===== src/rtl/regfile_mp.sv =====
// ---------------------------------------------------------------------------
// regfile_mp
//   A DEPTH x WIDTH register file. It has one synchronous write port and two
//   combinational read ports. After reset, or after a runtime clear request,
//   a sequential clear engine zeroes one entry per clock. The engine raises
//   `ready` once every entry has been cleared. A per-register busy scoreboard
//   lets decode reserve a destination register. Writeback releases it again.
//
//   Optional feature (macro REGFILE_BYPASS_EN):
//     When defined, a write in the current cycle is forwarded combinationally
//     to a read port that selects the same register. The busy bit for that
//     register reads 0 in that cycle, unless it is reserved in the same cycle.
//
// Ports:
//   clk            rising-edge clock
//   rst            synchronous active-high reset; restarts the clear engine
//   clr            runtime clear request; honoured only while ready=1
//   we/sel_in/in   write port (enable, select, data)
//   sel_o1/sel_o2  read port selects
//   o1/o2          read data; combinational, forced to 0 while clearing
//   rsv/sel_rsv    reserve request; marks busy[sel_rsv]
//   busy1/busy2    busy bits of sel_o1/sel_o2; forced to 0 while clearing
//   ready          clear finished, file usable
// ---------------------------------------------------------------------------
module regfile_mp #(
  parameter int WIDTH = 8,
  parameter int DEPTH = 16,
  localparam int AW   = $clog2(DEPTH)
) (
  input  logic             clk,
  input  logic             rst,
  input  logic             clr,
  input  logic             we,
  input  logic [AW-1:0]    sel_in,
  input  logic [WIDTH-1:0] in,
  input  logic [AW-1:0]    sel_o1,
  input  logic [AW-1:0]    sel_o2,
  output logic [WIDTH-1:0] o1,
  output logic [WIDTH-1:0] o2,
  input  logic             rsv,
  input  logic [AW-1:0]    sel_rsv,
  output logic             busy1,
  output logic             busy2,
  output logic             ready
);

  typedef enum logic {CLEAR, READY} state_t;

  state_t            state;
  logic [AW-1:0]     ptr;
  logic [DEPTH-1:0]  busy;
  logic [WIDTH-1:0]  mem [DEPTH];

  logic              clear_write;
  logic              user_write;

  assign clear_write = !rst && (state == CLEAR);
  assign user_write  = !rst && (state == READY) && !clr && we;

  // Control FSM and scoreboard. When a write and a reservation target the
  // same register on one edge, the reservation is applied last, so it wins.
  always_ff @(posedge clk) begin
    if (rst) begin
      state <= CLEAR;
      ptr   <= '0;
      busy  <= '0;
    end else begin
      case (state)
        CLEAR: begin
          ptr <= ptr + AW'(1);
          if (ptr == AW'(DEPTH - 1))
            state <= READY;
        end
        READY: begin
          if (clr) begin
            state <= CLEAR;
            ptr   <= '0;
            busy  <= '0;
          end else begin
            if (we)
              busy[sel_in] <= 1'b0;
            if (rsv)
              busy[sel_rsv] <= 1'b1;
          end
        end
        default: begin
          state <= CLEAR;
          ptr   <= '0;
          busy  <= '0;
        end
      endcase
    end
  end

  // Storage has no reset. The clear engine zeroes it, so it stays a plain
  // single-write-port array.
  always_ff @(posedge clk) begin
    if (clear_write)
      mem[ptr] <= '0;
    else if (user_write)
      mem[sel_in] <= in;
  end

  assign ready = (state == READY);

  // Read ports. All outputs are held at 0 until the file is clean, so no X
  // leaks out of storage that has not been cleared yet.
  always_comb begin
    o1    = '0;
    o2    = '0;
    busy1 = 1'b0;
    busy2 = 1'b0;
    if (state == READY) begin
      o1    = mem[sel_o1];
      o2    = mem[sel_o2];
      busy1 = busy[sel_o1];
      busy2 = busy[sel_o2];
`ifdef REGFILE_BYPASS_EN
      if (we && (sel_in == sel_o1)) begin
        o1    = in;
        busy1 = rsv && (sel_rsv == sel_o1);
      end
      if (we && (sel_in == sel_o2)) begin
        o2    = in;
        busy2 = rsv && (sel_rsv == sel_o2);
      end
`endif
    end
  end

endmodule


===== config.mk =====
export PLATFORM = sky130hd
export DESIGN_NAME = regfile_mp
export DESIGN_NICKNAME = d
export VERILOG_FILES = /design/src/rtl/regfile_mp.sv
export SDC_FILE = /design/constraint.sdc
export NUM_CORES = 1
export LEC_CHECK = 0
export ABC_AREA = 1
export CAP_MARGIN = 25
export CORE_ASPECT_RATIO = 0.6
export CORE_MARGIN = 2
export CORE_UTILIZATION = 51
export CTS_CLUSTER_DIAMETER = 50
export DETAILED_ROUTE_END_ITERATION = 6
export PLACE_DENSITY = 0.67
export SYNTH_ARGS = -nofsm -noshare
export SYNTH_HDL_FRONTEND = slang
export SYNTH_SLANG_ARGS = --single-unit
export TNS_END_PERCENT = 5

===== constraint.sdc =====
create_clock -name clk -period 3.8 [get_ports clk]
set_input_delay 0.95 -clock clk [delete_from_list [all_inputs] [get_ports clk]]
set_output_delay 0.95 -clock clk [all_outputs]
set_load 0.01 [all_outputs]

[Yosys cells after proc, flatten, opt, wreduce, memory -nomap -nowiden]
Memory sizes are Yosys's and may differ from the RTL's.
Index checks and enable logic that the tools add are counted.
Storage, ports and cells
  memories kept: 1
  bits in writable memories: 128
  bits in registers: 21
  latch bits: 0
  bits in read-only memories: 0
  output and inout port bits: 19
Cells by class
  divide/modulo/power cells: 0
  magnitude comparators: 6
  reduce and logical (&&, ||, !) cells: 9
  eq/ne operators: 2
  bitwise operators: 4
  mux-type cells: 31
  shift-type cells: 0
  $mul: 0
  add/sub/neg operators: 1
Memories
  mem: words 16, bits a word 8, read ports 2, clocked after memory_dff 0, write ports 1, RTL line 52  | logic [WIDTH-1:0] mem [DEPTH];
Operators by type and width (count)
  $mux 16: 6
  $mux 8: 3
  $lt 4x5->1 const B: 4
  $and 16x16->16: 1
  $not 16->16: 1
  $or 16x16->16: 1
  $mux 1: 14
  $bmux 1 s4: 2
  $demux 1 s4: 2
  $ge 4x1->1 const B: 2
  $mux 4: 2
  $pmux 4 s2: 1
  $reduce_or 8->1: 1
  $logic_and 1x1->1: 6
  $add 4x1->4 const B: 1
  $eq 4x4->1 const B: 1
  $logic_not 1->1: 2
  $ne 2x2->1 const B: 1
  $pmux 1 s2: 1
  $not 1->1: 1

[Logic depth before layout (Yosys ltp)]
  word-level depth: 13
  gate-level depth with buffers: 9
  gate-level depth less buffers: 9

[Worst setup path after synthesis]
No wires, ideal clock.
  path type: input-to-output
  from: in sel_o1[1]
  to: out o1[6]
  arrival: 1.965 ns
  cell stages on the path: 7
  setup slack: 0.885 ns
  cell sequence: buf_2 -> clkinv_1 -> clkbuf_1 -> nand3_1 -> nand3_1 -> nand3_1 -> a21oi_1
On the way
  cells in the longest elaborated chain, start to end: 2
Ends and longest elaborated chain
  start, declared: RTL line 36  | input logic [AW-1:0] sel_o1,
  $mem_v2 16x8
  $mux 8: RTL line 113  | if (state == READY) begin
  end, declared: RTL line 38  | output logic [WIDTH-1:0] o1,
Every way passes these cells.

[Worst setup path after layout]
  from: in sel_o1[1]
  to: out o1[0]
Same word-level chain as after synthesis.

==> impl_metrics.json <==
{
  "status": "complete, but fails checks",
  "failed_checks": "setup timing",
  "grt_pass1_wl_mm": 40.3,
  "power_mw": 3.79,
  "critPathRequiredTime_ps": 2850,
  "p_int_mw": 2.77,
  "wire_per_inst_um": 19.1,
  "gr-total-overflow": 0,
  "slew_headroom": 0.301,
  "worstHoldPathType": "register to register",
  "ir_worst_vdd_uv": 324,
  "synth_area_sq_um": 8350,
  "ff2ff_setup_slack_ps": 1020,
  "drive_above_1_share": 0.0980,
  "first_iter_violations": 970,
  "layout_min_cycle_time_ps": 3840,
  "cap_viol_max_count": 0,
  "postRouteAntennaNets": 0,
  "vias_per_cell": 5.70,
  "worst_r2r_path_depth": 6,
  "totalNegativeSetupSlack_ps": -42.4,
  "synthAdderAreaFrac": 0.00150,
  "whs_ps": 469,
  "wl_mm": 26.1,
  "synth_cell_type_count": 34,
  "hold_depth": 2,
  "pwr-share-clk": 0.419,
  "start_util": 0.518,
  "port_buffers": 47,
  "dpl.hpwl_mm": 17.4,
  "grt_antenna_before_repair": 0,
  "hold_viol": 0,
  "yosysMostFrequentCell": "nand2_1",
  "final-max-slew-violation-count": 0,
  "clock_sinks": 149,
  "fin_cells": 1372,
  "antenna_cells": 0,
  "r2r-end": "mem[4][1]",
  "synth-simple-area-share": 0.329,
  "clk_latency_ps": 430,
  "die_x_um": 169,
  "ys.flop_type": "edfxtp_1",
  "syn_nets": 1109,
  "die_area_sq_um": 17400,
  "swShare": 0.268,
  "synth_xor_area_frac": 0,
  "power_frac_seq": 0.468,
  "synth_top_area_frac": 0.460,
  "cts.htree.levels": 4,
  "yosys_warnings": 0,
  "synth_area_leaders": "edfxtp_1, nand3_1, nand2_1",
  "period_share": 1.01,
  "synth_top_family_by_area": "simple AND/OR/NAND/NOR gates",
  "yosys-top-cells-count": "nand2_1, nand3_1, inv_1",
  "track_usage": 0.312,
  "power.switching_mw": 1.02,
  "power.density_nw_per_um2": 379,
  "pwr-share-comb": 0.113,
  "cts-root-buf": "clkbuf_16",
  "ys_seq_area_frac": 0.511,
  "cp_max_fo": 36,
  "core_area_sq_um": 16100,
  "postCtsSetupBuffers": 0,
  "synth_edf_count": 128,
  "cts_tree": "done",
  "ctsHoldBuffers": 0,
  "dr.pass1.iters": 6,
  "hp-start": "busy[15]",
  "die_h_um": 103,
  "power.static_leakage_nw": 4.64,
  "r2r_start": "ready",
  "yosysTopAreaCell": "edfxtp_1",
  "num_io_pins": 48,
  "areaGrowthSynthToFinish_pct": 19.5,
  "layout_setup_ws_ps": -42.4,
  "rsz0062_at_grt": "true",
  "layout.nets": 1180,
  "syn_avg_cell_area_sq_um": 7.74,
  "ys_seq_elements": 149,
  "max_freq_mhz": 260,
  "route.detailed.drc": 0,
  "dpl.cell_count": 1340,
  "gp_congestion": 0.919,
  "cts_buffers": 17,
  "min_to": "busy[15]",
  "grt_max_degree": 50,
  "startpoint_type": "input port",
  "cts_buffer_depth": 2,
  "worstSetupPathType": "input port to primary output",
  "synth_compound_area_frac": 0.0502,
  "async_reset_ff_frac": 0,
  "num_rows": 36,
  "finClkSkew_ps": 10.2,
  "num_vias": 7820,
  "setup_viol": 1,
  "synth_mux_area_frac": 0,
  "grt_pass1_vias": 7128,
  "arrival_ps": 2890,
  "syn_inst": 1079,
  "clkTransAtPathRegs_ps": 60,
  "tightest_slew_ps": 1050,
  "end_kind": "primary output"
}
## final cells by class
cell class	instances	area, sq um
Fill cell	1441	6140
Timing Repair Buffer	111	1060
Clock inverter	15	120
Multi-Input combinational cell	694	3180
Sequential cell	149	4260
Tap cell	209	262
Clock buffer	17	425
Inverter	177	666
## cells in the final DEF (no fill, tap or decap), types with 2 or more instances in the layout
master and instances:
a21boi_0 9, a21oi_1 23, buf_12 8, buf_2 2, buf_4 54, buf_6 2
clkbuf_16 17, clkdlybuf4s50_1 30, clkinv_1 6, clkinv_2 2, clkinv_4 2, clkinvlp_4 4
dfxtp_1 21, dlygate4sd2_1 6, dlymetal6s2s_1 9, edfxtp_1 128, inv_1 166, inv_2 5
inv_6 6, nand2_1 313, nand2_2 3, nand3_1 268, nand3_2 2, nor2_1 36
nor3_1 2, o21ai_0 10, o21ai_1 3, o32ai_1 11
## worst max-delay path by stage
stage / startpoint / end / slack, ps / cells past startpoint
finish: sel_o1[1] / o1[0] / -40 / 7
global route: sel_o1[1] / o1[0] / -120 / 7
CTS: sel_o2[1] / o2[1] / -50 / 7
detailed placement: sel_o2[1] / o2[6] / -80 / 9
global placement: sel_o2[1] / o2[6] / -50 / 9
floorplan: sel_o1[1] / o1[6] / 890 / 7
## state kept, by name, summed over array words and instances (netlist names)
name   flops
ptr        4
ready      1
busy      16
mem      128
## metrics by stage
step,setup WS (ps),area (sq um),util
detailed placement,-84.4,9410,0.583
CTS,-47.2,9950,0.617
global route,-120,9980,0.619
finish,-42.4,9980,0.619
floorplan,885,8350,-
global placement,-49.8,9410,0.583
## power groups by stage
| stage | logic (mW) | clock network (mW) | registers (mW) |
|---|---|---|---|
| after CTS | 0.416 | 1.60 | 1.77 |
| after floorplan | 0.248 | 0 | 1.81 |
| after global routing | 0.463 | 1.67 | 1.77 |
| after detailed placement | 0.412 | 0 | 1.81 |
| after global placement | 0.409 | 0 | 1.81 |
| final | 0.427 | 1.59 | 1.77 |
## worst max-delay path: stages
cell and delay (ps):
clkdlybuf4s50_1 530, buf_12 250, nand3_1 100, nand3_1 90, nand3_1 80, a21oi_1 270
clkdlybuf4s50_1 600
## logic make-up (layout without fill, tap and decap cells)
kind of cell,after synthesis,count (layout)
adders and majority gates,1,1
DFF,149,149
buffers and inverters,236,320
and+or+nand+nor,628,628
AOI/OAI and AO/OA,65,65
## what timing repair did
| action | 4_1_cts | 5_1_grt |
|---|---|---|
| cloned | 0 | 0 |
| setup endpoints to repair | 12 | 13 |
| resized for setup | 9 | 10 |
| endpoints found under the hold margin | 0 | 0 |
## layer usage
layer / GRT usage / part of all wire
met1: 0.452 / 0.43
met2: 0.454 / 0.41
met3: 0.0733 / 0.13
met4: 0.125 / 0.029
met5: 0 / 0
(Power assumes the default switching activity.)
